<file path="src/rtl/segment_scan_driver.sv">
`default_nettype none
// ============================================================================
// segment_scan_driver : multiplexed common-anode hex display scanner with a
// tear-free frame snapshot, PWM brightness, per-digit dp/blank, frame strobe.
// Optional macro SEGMENT_LZ_SUPPRESS_EN enables leading-zero suppression.
// Revision: 1.0
// ============================================================================
module segment_scan_driver #(
  parameter int DIGITS      = 8,
  parameter int CDIV        = 100000,
  parameter int BRIGHT_BITS = 4
) (
  input  logic                   clk,
  input  logic                   rst,
  input  logic [4*DIGITS-1:0]    value,
  input  logic [DIGITS-1:0]      dp,
  input  logic [DIGITS-1:0]      blank,
  input  logic [BRIGHT_BITS-1:0] brightness,
  output logic [7:0]             cathodes,
  output logic [DIGITS-1:0]      anodes,
  output logic                   frame_done
);

  localparam int SW   = (CDIV > 1) ? $clog2(CDIV) : 1;
  localparam int DW   = (DIGITS > 1) ? $clog2(DIGITS) : 1;
  localparam int STEP = CDIV / (2 ** BRIGHT_BITS);
  localparam logic [SW-1:0] SLOT_LAST = SW'(CDIV - 1);
  localparam logic [DW-1:0] DIG_LAST  = DW'(DIGITS - 1);

  logic [SW-1:0]       slot;
  logic [DW-1:0]       dig;
  logic [4*DIGITS-1:0] snap_value;
  logic [DIGITS-1:0]   snap_dp;
  logic [DIGITS-1:0]   snap_blank;
  logic [DIGITS-1:0]   suppress;
  logic [DIGITS-1:0]   anodes_next;
  logic                snap_edge;
  logic                snap_d;
  logic                lit;
  logic [3:0]          nib;
  logic [6:0]          seg;
  logic [31:0]         on_time;

  assign snap_edge = (slot == SLOT_LAST) && (dig == DIG_LAST);

  always_ff @(posedge clk or posedge rst) begin
    if (rst) begin
      slot       <= '0;
      dig        <= '0;
      snap_value <= '0;
      snap_dp    <= '0;
      snap_blank <= '1;
    end else begin
      if (slot == SLOT_LAST) begin
        slot <= '0;
        dig  <= (dig == DIG_LAST) ? '0 : dig + 1'b1;
      end else begin
        slot <= slot + 1'b1;
      end
      if (snap_edge) begin
        snap_value <= value;
        snap_dp    <= dp;
        snap_blank <= blank;
      end
    end
  end

`ifdef SEGMENT_LZ_SUPPRESS_EN
  logic lz_run;

  // Walk down from the top digit; suppression ends at the first nonzero or dp digit.
  always_comb begin
    lz_run   = 1'b1;
    suppress = '0;
    for (int i = DIGITS - 1; i > 0; i--) begin
      lz_run      = lz_run && (snap_value[4*i +: 4] == 4'h0) && !snap_dp[i];
      suppress[i] = lz_run;
    end
  end
`else
  assign suppress = '0;
`endif

  assign nib     = snap_value[{dig, 2'b00} +: 4];
  assign on_time = (32'(brightness) + 32'd1) * 32'(STEP);
  assign lit     = (32'(slot) < on_time) && !snap_blank[dig] && !suppress[dig];

  // Active-low gfedcba pattern of the current digit.
  always_comb begin
    case (nib)
      4'h0:    seg = 7'h40;
      4'h1:    seg = 7'h79;
      4'h2:    seg = 7'h24;
      4'h3:    seg = 7'h30;
      4'h4:    seg = 7'h19;
      4'h5:    seg = 7'h12;
      4'h6:    seg = 7'h02;
      4'h7:    seg = 7'h78;
      4'h8:    seg = 7'h00;
      4'h9:    seg = 7'h10;
      4'hA:    seg = 7'h08;
      4'hB:    seg = 7'h03;
      4'hC:    seg = 7'h46;
      4'hD:    seg = 7'h21;
      4'hE:    seg = 7'h06;
      default: seg = 7'h0E;
    endcase
  end

  always_comb begin
    anodes_next = '1;
    for (int i = 0; i < DIGITS; i++) begin
      anodes_next[i] = !(lit && (dig == DW'(i)));
    end
  end

  // frame_done trails the snapshot edge by one cycle, aligned with digit 0's first output.
  always_ff @(posedge clk or posedge rst) begin
    if (rst) begin
      anodes     <= '1;
      cathodes   <= 8'hFF;
      snap_d     <= 1'b0;
      frame_done <= 1'b0;
    end else begin
      anodes     <= anodes_next;
      cathodes   <= lit ? {~snap_dp[dig], seg} : 8'hFF;
      snap_d     <= snap_edge;
      frame_done <= snap_d;
    end
  end

endmodule
`default_nettype wire

</file>
<file path="config.mk">
export PLATFORM = sky130hd
export DESIGN_NAME = segment_scan_driver
export DESIGN_NICKNAME = d
export VERILOG_FILES = /design/src/rtl/segment_scan_driver.sv
export SDC_FILE = /design/constraint.sdc
export NUM_CORES = 1
export LEC_CHECK = 0
export CORE_MARGIN = 5
export CORE_UTILIZATION = 49
export CTS_CLUSTER_SIZE = 30
export DETAILED_ROUTE_END_ITERATION = 6
export DONT_BUFFER_PORTS = 1
export PLACE_DENSITY = 0.75
export SLEW_MARGIN = 20
export SYNTH_ARGS = -nofsm -noshare
export SYNTH_HDL_FRONTEND = slang
export SYNTH_SLANG_ARGS = --single-unit
export TNS_END_PERCENT = 30
</file>
<file path="constraint.sdc">
create_clock -name clk -period 3.2 [get_ports clk]
set_input_delay 0.48 -clock clk [delete_from_list [all_inputs] [get_ports clk]]
set_output_delay 0.48 -clock clk [all_outputs]
set_load 0.01 [all_outputs]
</file>
# Word-level counts from Yosys, hierarchy flattened
# Memories as Yosys holds them, arrays and structs flattened.
# Index checks and enable logic that the tools add are counted.
# W data, S select, Z words.
dict set report word_totals {
  reg_bits 86
  latch_bits 0
  ramBits 0
  romBits 120
  mem_count 2
}
dict set report op_classes {
  addsub 3
  multipliers 1
  n_div 0
  magnitude_cmp 2
  n_eq_ne 8
  shifts 1
  muxes 8
  bitwise_logic 1
  n_reduce_logical 22
}
# memory words word_bits read_ports rd_ports_with_merged_regs write_ports line_no
set mem_list {}
lappend mem_list {{(no name shown)} 16 7 1 0 0 90} ;# case (nib)
lappend mem_list {{(no name shown)} 8 1 1 0 0 86} ;# assign lit = (32'(slot) < on_time) && !snap_blank[dig] && !suppress[dig];
# cell count
set op_table {}
lappend op_table {{$shiftx A32 B6 Y4} 1}
lappend op_table {{$lt A17 B18 Y1} 1}
lappend op_table {{$add A17 B1 Y17 const B} 1}
lappend op_table {{$eq A17 B17 Y1 const B} 1}
lappend op_table {{$mul A5 B12 Y17 const B} 1}
lappend op_table {{$mux W17} 1}
lappend op_table {{$eq A3 B3 Y1 const B} 4}
lappend op_table {{$logic_and A1 B1 Y1} 11}
lappend op_table {{$logic_not A1 Y1} 10}
lappend op_table {{$mux W8} 1}
lappend op_table {{$bmux W1 S3} 2}
lappend op_table {{$eq A3 B2 Y1 const B} 2}
lappend op_table {{$add A4 B1 Y5 const B} 1}
lappend op_table {{$lt A3 B4 Y1 const B} 1}
lappend op_table {{$add A3 B1 Y3 const B} 1}
lappend op_table {{$eq A3 B1 Y1 const B} 1}
lappend op_table {{$logic_not A3 Y1} 1}
lappend op_table {{$mux W1} 3}
lappend op_table {{$mux W3} 1}
lappend op_table {{$not A1 Y1} 1}

# Depth between registers and ports, before layout
# Gate-level depths: netlist of run 1.
dict set report logic_depth {
  word_depth 7
  mapped_depth 21
  depth_no_buf 20
}

# Worst setup path before layout of run 1
# No wires, ideal clock.
dict set report synth_path {
  path_kind {input port to flip-flop}
  start {input port brightness[0]}
  end {register anodes[3]}
  arrival_time_ns 4.399
  slack_ns -1.266
  stages 21
  n_path_buf 1
  cell_sequence {ha_1 -> xor2_1 -> ha_1 -> xnor2_1 -> ha_1 -> ha_1 -> ha_1 -> a21o_1 -> a21oi_1 -> o21ai_0 -> nor2_1 -> o21ai_0 -> xnor2_1 -> ha_1 -> nand2_1 -> o21ai_0 -> o2111ai_1 -> o21ai_0 -> o311ai_1 -> buf_2 -> nand3_1}
}
dict set report synth_via {
  elab_chain_len 7
}
# item line_no
set synth_lines {}
lappend synth_lines {{from (decl)} 18} ;# input logic [BRIGHT_BITS-1:0] brightness,
lappend synth_lines {{$add A4 B1 Y5} 85} ;# assign on_time = (32'(brightness) + 32'd1) * 32'(STEP);
lappend synth_lines {{$mul A5 B12 Y17} 85}
lappend synth_lines {{$lt A17 B18 Y1} 86}
lappend synth_lines {{$logic_and A1 B1 Y1 (2 in a row)} 86}
lappend synth_lines {{$logic_and A1 B1 Y1} 113} ;# anodes_next[i] = !(lit && (dig == DW'(i)));
lappend synth_lines {{$logic_not A1 Y1} 113}
lappend synth_lines {{via anodes_next[3]} 36} ;# logic [DIGITS-1:0] anodes_next;
lappend synth_lines {{to (signal assigned)} 125} ;# anodes <= anodes_next;
lappend synth_lines {{to (decl)} 20} ;# output logic [DIGITS-1:0] anodes,
# The timed path passes the listed nets, and every way through them passes these cells.
# A chain may end at the register's enable or synchronous reset.

# Final worst setup path of run 1
dict set report layout_path {
  start {input port brightness[1]}
  end {register cathodes[2]}
}
dict set report layout_via {
  elab_chain_len 6
}
# item line_no
set layout_lines {}
lappend layout_lines {{$add A4 B1 Y5} 85}
lappend layout_lines {{$mul A5 B12 Y17} 85}
lappend layout_lines {{$lt A17 B18 Y1} 86}
lappend layout_lines {{$logic_and A1 B1 Y1 (2 in a row)} 86}
lappend layout_lines {{$mux W8} 126} ;# cathodes <= lit ? {~snap_dp[dig], seg} : 8'hFF;
lappend layout_lines {{to (signal assigned)} 126}
lappend layout_lines {{to (decl)} 19} ;# output logic [7:0] cathodes,
# No other way between the ends.

==> impl_results.md, run 1 <==
* Syn-to-layout area delta at 17.2%
* Fin crit period at 3.78 ns
* Final hold slack at 0.0829 ns
* Number of synthesized flops with an enable pin at 0
* Initial antenna violation count at 0
* Average size of a mapped cell at 12.1 um2
* Number of hold buffers added after CTS at 0
* Share of layout cells above drive strength 1 at 37.7%
* LEAKAGE at 2.68 nW
* Int Power at 1.75 mW
* Crit end category: flop
* Clock share of power at 29.3%
* Crit path required time at 3.48 ns
* Max VDD drop at 323 uV
* Synth Warn # at 0
* Slew margin rel. at 51.6%
* Reg2reg path depth at 9
* Antenna fix cells at 0
* Hold Path Class: input pin to asynchronous set/reset pin
* FP Rows at 37
* Die area at 12600 um2
* Synth Register Bits at 86
* Crit start category: input pin
* Fin cells at 608
* Core area at 10200 um2
* R2r endpoint: cathodes[3]$_DFF_PP1_
* Post-DP Area at 5640 um2
* Place WS at -0.959 ns
* Vias at 3325
* DR vias/cell at 5.47
* MaxCap Viol Count at 0
* IO buf count at 0
* Total power at 2.50 mW
* Synthesized area at 5100 um2
* Die Wd at 112 um
* Pre-antenna DRT Iters at 4
* Status: finished with violations
* Crit Path Class: input pin to flop
* Iteration-0 DRC Markers at 178
* Nets at 582
* Comb power frac at 24.1%
* Switching power at 748 uW
* Final period util at 118%
* Violations in the final reports: setup timing
* Final Worst Setup Slack at -0.579 ns
* Vias in the first global route at 3517
* Setup crit start: brightness[1]
* Clock slew at reported path FFs at 0.09 ns
* Pwr dens at 417 nW/um2
* Clock Latency Late Sink at 0.36 ns
* Ys async rst share at 100%
* Cell area after layout at 5980 um2
* Initial Utilization at 49.9%
* Synth cell types at 47
* Die height at 112 um
* FMAX at 265 MHz
* Fin. Hold Viols at 0
* Register area share after synthesis at 42.8%
* Reg2reg setup slack at 0.65 ns
* Syn Nets at 538
* FF-to-FF Start: dig[0]$_DFFE_PP0N_
* Root Driver: clkbuf_8
* Htree depth at 3
* Setup TNS at -8.53 ns
* CTS tree: yes
* First-pass GRT wire length at 17600 um
* Total track usage at 17.2%
* DP Wirelength at 8230 um
* CP arrival at 4.05 ns
* GP Congestion at 0.780
* Fillers at 799
* IO Pins at 71
* Drt total wl at 10500 um
* Num Clock Sinks at 86
* Largest net degree at the start of global routing at 44
* Placed cells at 588
* Fin. max-slew vios at 0
* Worst-path maximum fanout at 8
* Sequential share of power at 46.6%
* Final Util at 58.4%
* DRC Markers at 0
* DR WL/cell at 17.3 um
* RSZ-0062 raised after global routing: true
* Post-DRT Antenna Nets at 0
* Tightest Pin Transition at 0.725 ns
* Main synth FF type: dfrtp_1
* Switching share of power at 30.0%
* Gr ovfl total at 0
* Cts bufs inserted at 9
* Clk buf depth at 2
* Clock skew at 0.0108 ns
* Setup violators final at 16
* End of the critical path: cathodes[2]$_DFF_PP1_
* Post-Syn Instances at 423
## cells in the final DEF, fill, tap and decap left out, types with 3 or more instances in the layout
| cell | netlist | final |
|---|---|---|
| o21ai_0 | 16 | 11 |
| a21oi_1 | 16 | 14 |
| nor2_1 | 19 | 19 |
| dfrtp_1 | 62 | 62 |
| or3_1 | 3 | 3 |
| buf_4 | 0 | 42 |
| o21ai_1 | 0 | 4 |
| ha_4 | 0 | 8 |
| nand3_1 | 25 | 19 |
| nand3_2 | 0 | 6 |
| a21o_1 | 3 | 3 |
| inv_1 | 19 | 16 |
| xor2_1 | 16 | 15 |
| dfstp_2 | 24 | 24 |
| nor3b_1 | 5 | 5 |
| mux4_2 | 12 | 12 |
| mux2i_1 | 8 | 8 |
| nand4_1 | 4 | 4 |
| inv_6 | 0 | 3 |
| o2111ai_1 | 4 | 3 |
| clkbuf_8 | 0 | 9 |
| nand2_1 | 21 | 20 |
| mux2_2 | 40 | 40 |
| ha_1 | 60 | 52 |
| mux2_4 | 9 | 9 |
| xnor2_1 | 14 | 12 |
## synthesized netlist by cell type, drive strengths merged (2+ instances only)
library cell	n	share of area, %
a21o	3	0.44
a21oi	16	1.6
and2	2	0.25
and3	3	0.37
and4	2	0.34
buf	10	1.2
clkbuf	2	0.15
clkinv	2	0.15
dfrtp	62	30
dfstp	24	12
ha	60	15
inv	19	1.4
mux2	49	11
mux2i	8	1.6
mux4	12	5.3
nand2	22	1.7
nand3	25	2.5
nand4	4	0.49
nor2	19	1.4
nor2b	2	0.25
nor3b	5	0.74
o2111ai	4	0.69
o21a	2	0.29
o21ai	16	1.6
or3	3	0.37
xnor2	14	2.4
xor2	16	2.7
## routing by layer
| layer | up-vias | track usage, % | routed length, um |
|---|---|---|---|
| met5 | - | 0 | 0 |
| met4 | 0 | 3.29 | 119 |
| met3 | 14 | 5.07 | 539 |
| met2 | 64 | 29.4 | 5230 |
| met1 | 1629 | 21.9 | 4610 |
| li1 | 1618 | - | - |
## worst max-delay path: stages
cell	delay [ns]
ha_4	0.16
xor2_4	0.20
ha_4	0.18
xnor2_2	0.12
ha_1	0.31
ha_4	0.25
ha_4	0.26
buf_4	0.12
nand4b_1	0.12
a21oi_1	0.16
o21ai_1	0.11
o21ai_0	0.15
nand2_1	0.09
xor2_1	0.19
ha_1	0.29
a21o_1	0.19
a21oi_1	0.16
o21ai_2	0.09
o311ai_4	0.09
clkbuf_16	0.23
nand4_1	0.10
## registers in the layout, summed over array words and instances, names as in the netlist
register    cells
snap_blank      8
slot           17
snap_dp         8
cathodes        8
dig             3
snap_value     32
snap_d          1
anodes          8
frame_done      1
## power by group through the flow
stage	combinational (mW)	clock [mW]	sequential (mW)
floorplan	0.384	0	1.17
global placement	0.551	0	1.18
detailed placement	0.572	0	1.18
CTS	0.585	0.746	1.16
global route	0.675	0.798	1.17
finish	0.601	0.732	1.16
## worst min path at each step
stage	cells after the start	endpoint	slack [ns]	from
CTS	1	snap_value[28]$_DFFE_PP0P_	0.1	rst
global route	1	snap_value[28]$_DFFE_PP0P_	0.12	rst
detailed placement	0	frame_done$_DFF_PP0_	0.34	snap_d$_DFF_PP0_
global placement	0	frame_done$_DFF_PP0_	0.33	snap_d$_DFF_PP0_
floorplan	0	frame_done$_DFF_PP0_	0.33	snap_d$_DFF_PP0_
finish	1	snap_dp[7]$_DFFE_PP0P_	0.08	rst
## timing repair
action	in CTS	in global routing
cloned	0	1
hold endpoints to repair	0	0
gates resized for setup	5	17
setup buffers	1	2
pin swaps	4	22
endpoints found under the setup margin	16	16
## logic make-up (layout without fill, tap and decap cells)
| family | after synthesis | in the layout | share of synthesized area, % |
|---|---|---|---|
| xor gates and xnor gates | 30 | 30 | 5.15 |
| and+or+nand+nor | 92 | 92 | 9.37 |
| adders and majority gates | 61 | 61 | 15.1 |
| muxes | 69 | 69 | 18.3 |
| buffers and inverters | 33 | 82 | 2.92 |
| DFF | 86 | 86 | 42.8 |
| AOI/OAI and AO/OA | 52 | 52 | 6.33 |
## area by class of cell
cell class                      count  area, um2  area share, %
Clock buffer                        9        124           2.07
Clock inverter                      7       63.8           1.07
Inverter                           21       80.1           1.34
Multi-Input combinational cell    304       2990           50.0
Sequential cell                    86       2180           36.5
Tap cell                          136        170           2.85
Timing Repair Buffer               45        372           6.21
No activity file was read; power rests on OpenSTA's default activity.
==> inputs of run 2 (changes only) <==
- CTS_CLUSTER_SIZE: 30 -> 40
==> results of run 2 <==
The final DEF is identical to that of run 1; final timing and power are the same.
==> inputs of run 3 (changes only) <==
- REMOVE_ABC_BUFFERS: unset -> 1
- SLEW_MARGIN: 20 -> unset
==> impl_results.md, run 3 (synthesized netlist as in run 1, its figures left out) <==
* Status: finished with violations
* Violations in the final reports: setup timing
* Iteration-0 DRC Markers at 177 (-0.56%)
* Fin. Hold Viols at 0 (unchanged)
* Fin crit period at 3.90 ns (+0.126 ns)
* Commonest non-fill, non-tap cells in the layout: dfrtp_1 (62), buf_4 (50), ha_1 (48)
* Crit start category: input pin
* Cts bufs inserted at 9 (unchanged)
* Initial Utilization at 49.9% (unchanged)
* Reg2reg path depth at 7 (-2)
* LEAKAGE at 2.73 nW (+1.8%)
* First-pass GRT wire length at 18200 um (+3.5%)
* Tightest Pin Transition at 0.648 ns (-0.0768 ns)
* Pwr dens at 422 nW/um2 (+1.2%)
* Worst-path maximum fanout at 8 (unchanged)
* Total power at 2.59 mW (+3.9%)
* Core area at 10200 um2 (unchanged)
* Crit path required time at 3.49 ns (about the same)
* Setup violators final at 16 (unchanged)
* Largest Register: snap_value
* Htree depth at 3 (unchanged)
* Slew margin rel. at 56.8% (+5.2 points)
* Die area at 12600 um2 (unchanged)
* Antenna fix cells at 0 (unchanged)
* Setup TNS at -10.81 ns (-2.28 ns)
* Root Driver: clkbuf_8
* Final Worst Setup Slack at -0.705 ns (-0.126 ns)
* CTS tree: yes
* DR vias/cell at 5.62 (+2.7%)
* Largest net degree at the start of global routing at 50 (+14%)
* GP Congestion at 0.832 (+6.7%)
* Crit end category: flop
* Max VDD drop at 352 uV (+8.9%)
* Die Wd at 112 um (unchanged)
* Total track usage at 18.0% (+0.87 points)
* Fin cells at 616 (+1.3%)
* Drt total wl at 11300 um (+7.7%)
* IO buf count at 0 (unchanged)
* Gr ovfl total at 0 (unchanged)
* Clock slew at reported path FFs at 0.09 ns (about the same)
* DP Wirelength at 8140 um (-1.1%)
* FMAX at 256 MHz (-3.2%)
* FP Rows at 37 (unchanged)
* Clock skew at 0.0130 ns (+0.00218 ns)
* Final period util at 122% (+3.9 points)
* Clock Latency Late Sink at 0.35 ns (about the same)
* Placed cells at 594 (+1.0%)
* Most common cell after layout, fill and taps aside: dfrtp_1
* Registers with the most flip-flops: snap_value: 32 flops, slot: 17 flops
* Vias at 3460 (+4.1%)
* Crit Path Class: input pin to flop
* DRC Markers at 0 (unchanged)
* Reg2reg setup slack at 0.63 ns (-0.02 ns)
* Post-DRT Antenna Nets at 0 (unchanged)
* DR WL/cell at 18.4 um (+6.3%)
* Initial antenna violation count at 0 (unchanged)
* MaxCap Viol Count at 0 (unchanged)
* RSZ-0062 raised after global routing: true
* Num Clock Sinks at 86 (unchanged)
* Setup crit start: brightness[1]
* Pre-antenna DRT Iters at 5 (+1)
* Syn-to-layout area delta at 20.3%
* Hold Path Class: input pin to asynchronous set/reset pin
* R2r endpoint: cathodes[3]$_DFF_PP1_
* Die height at 112 um (unchanged)
* Share of layout cells above drive strength 1 at 40.6% (+2.9 points)
* FF-to-FF Start: dig[1]$_DFFE_PP0N_
* IO Pins at 71 (unchanged)
* Fin. max-slew vios at 0 (unchanged)
* Vias in the first global route at 3653 (+3.9%)
* Clk buf depth at 2 (unchanged)
* CP arrival at 4.20 ns (+0.15 ns)
* Number of hold buffers added after CTS at 0 (unchanged)
* Max reg flops at 32 (unchanged)
* Nets at 590 (+1.4%)
[run 3: cell count changes in the layout (fill, tap and decap cells not counted), moves of 3 or more]
| cell | delta |
|---|---|
| xor2_2 | +3 |
| ha_4 | +4 |
| inv_6 | -3 |
| clkbuf_1 | +3 |
| xor2_1 | -3 |
| ha_1 | -4 |
| buf_4 | +8 |
[run 3: timing repair]
action                                  in CTS  in global routing
endpoints found under the setup margin      16                 16
setup buffers                                4                  2
resized for setup                           30                 26
hold endpoints to repair                     0                  0
cloned                                       1                  0
pin swaps                                   13                 20
[run 3: power by group]
group          switching [mW]  internal [mW]
logic                   0.338          0.365
clock network           0.366          0.361
registers              0.0251           1.14
[run 3: worst max path at each step]
stage               slack [ns]  cells after the start               endpoint
floorplan                -1.32                     20    anodes[0]$_DFF_PP1_
global placement         -1.21                     21  cathodes[5]$_DFF_PP1_
detailed placement       -1.43                     21  cathodes[5]$_DFF_PP1_
CTS                      -0.62                     21    anodes[3]$_DFF_PP1_
global route             -0.90                     21  cathodes[2]$_DFF_PP1_
finish                   -0.70                     20    anodes[2]$_DFF_PP1_
[run 3: layout make-up]
type | count | area, um2
fill | 801 | 4090
multi-input combinational | 304 | 3090
sequential | 86 | 2180
timing repair buffer | 53 | 432
tap | 136 | 170
clock buffer | 12 | 135
inverter | 21 | 80.1
clock inverter | 4 | 48.8
[run 3: per-layer routing]
metal	GRT usage, %	part of all wire, %
met1	21.7	40
met2	31.4	52
met3	5.98	5.6
met4	4.57	1.6
met5	0	0
[run 3: critical path, cell delays in order]
cell,delay (ns)
ha_4,0.16
xor2_4,0.21
ha_4,0.30
inv_2,0.04
fa_1,0.56
inv_2,0.06
ha_4,0.16
a21o_1,0.16
a21oi_2,0.21
buf_4,0.14
o211ai_1,0.11
a32oi_2,0.26
o21bai_1,0.10
xnor2_1,0.14
ha_1,0.31
o2111ai_1,0.13
o21ai_2,0.20
o311ai_4,0.15
clkbuf_16,0.21
nand3_2,0.08
[run 3: per-stage QoR]
stage          util, %  hold WS, ns  instance area [um2]  setup slack [ns]
2_1_floorplan        -        0.331                 5030             -1.32
3_3_place_gp      54.5        0.334                 5580             -1.21
3_5_place_dp      54.5        0.340                 5580             -1.43
4_1_cts           58.5       0.0516                 5990            -0.619
5_1_grt           60.0       0.0651                 6140            -0.903
6_report          60.0       0.0432                 6140            -0.705
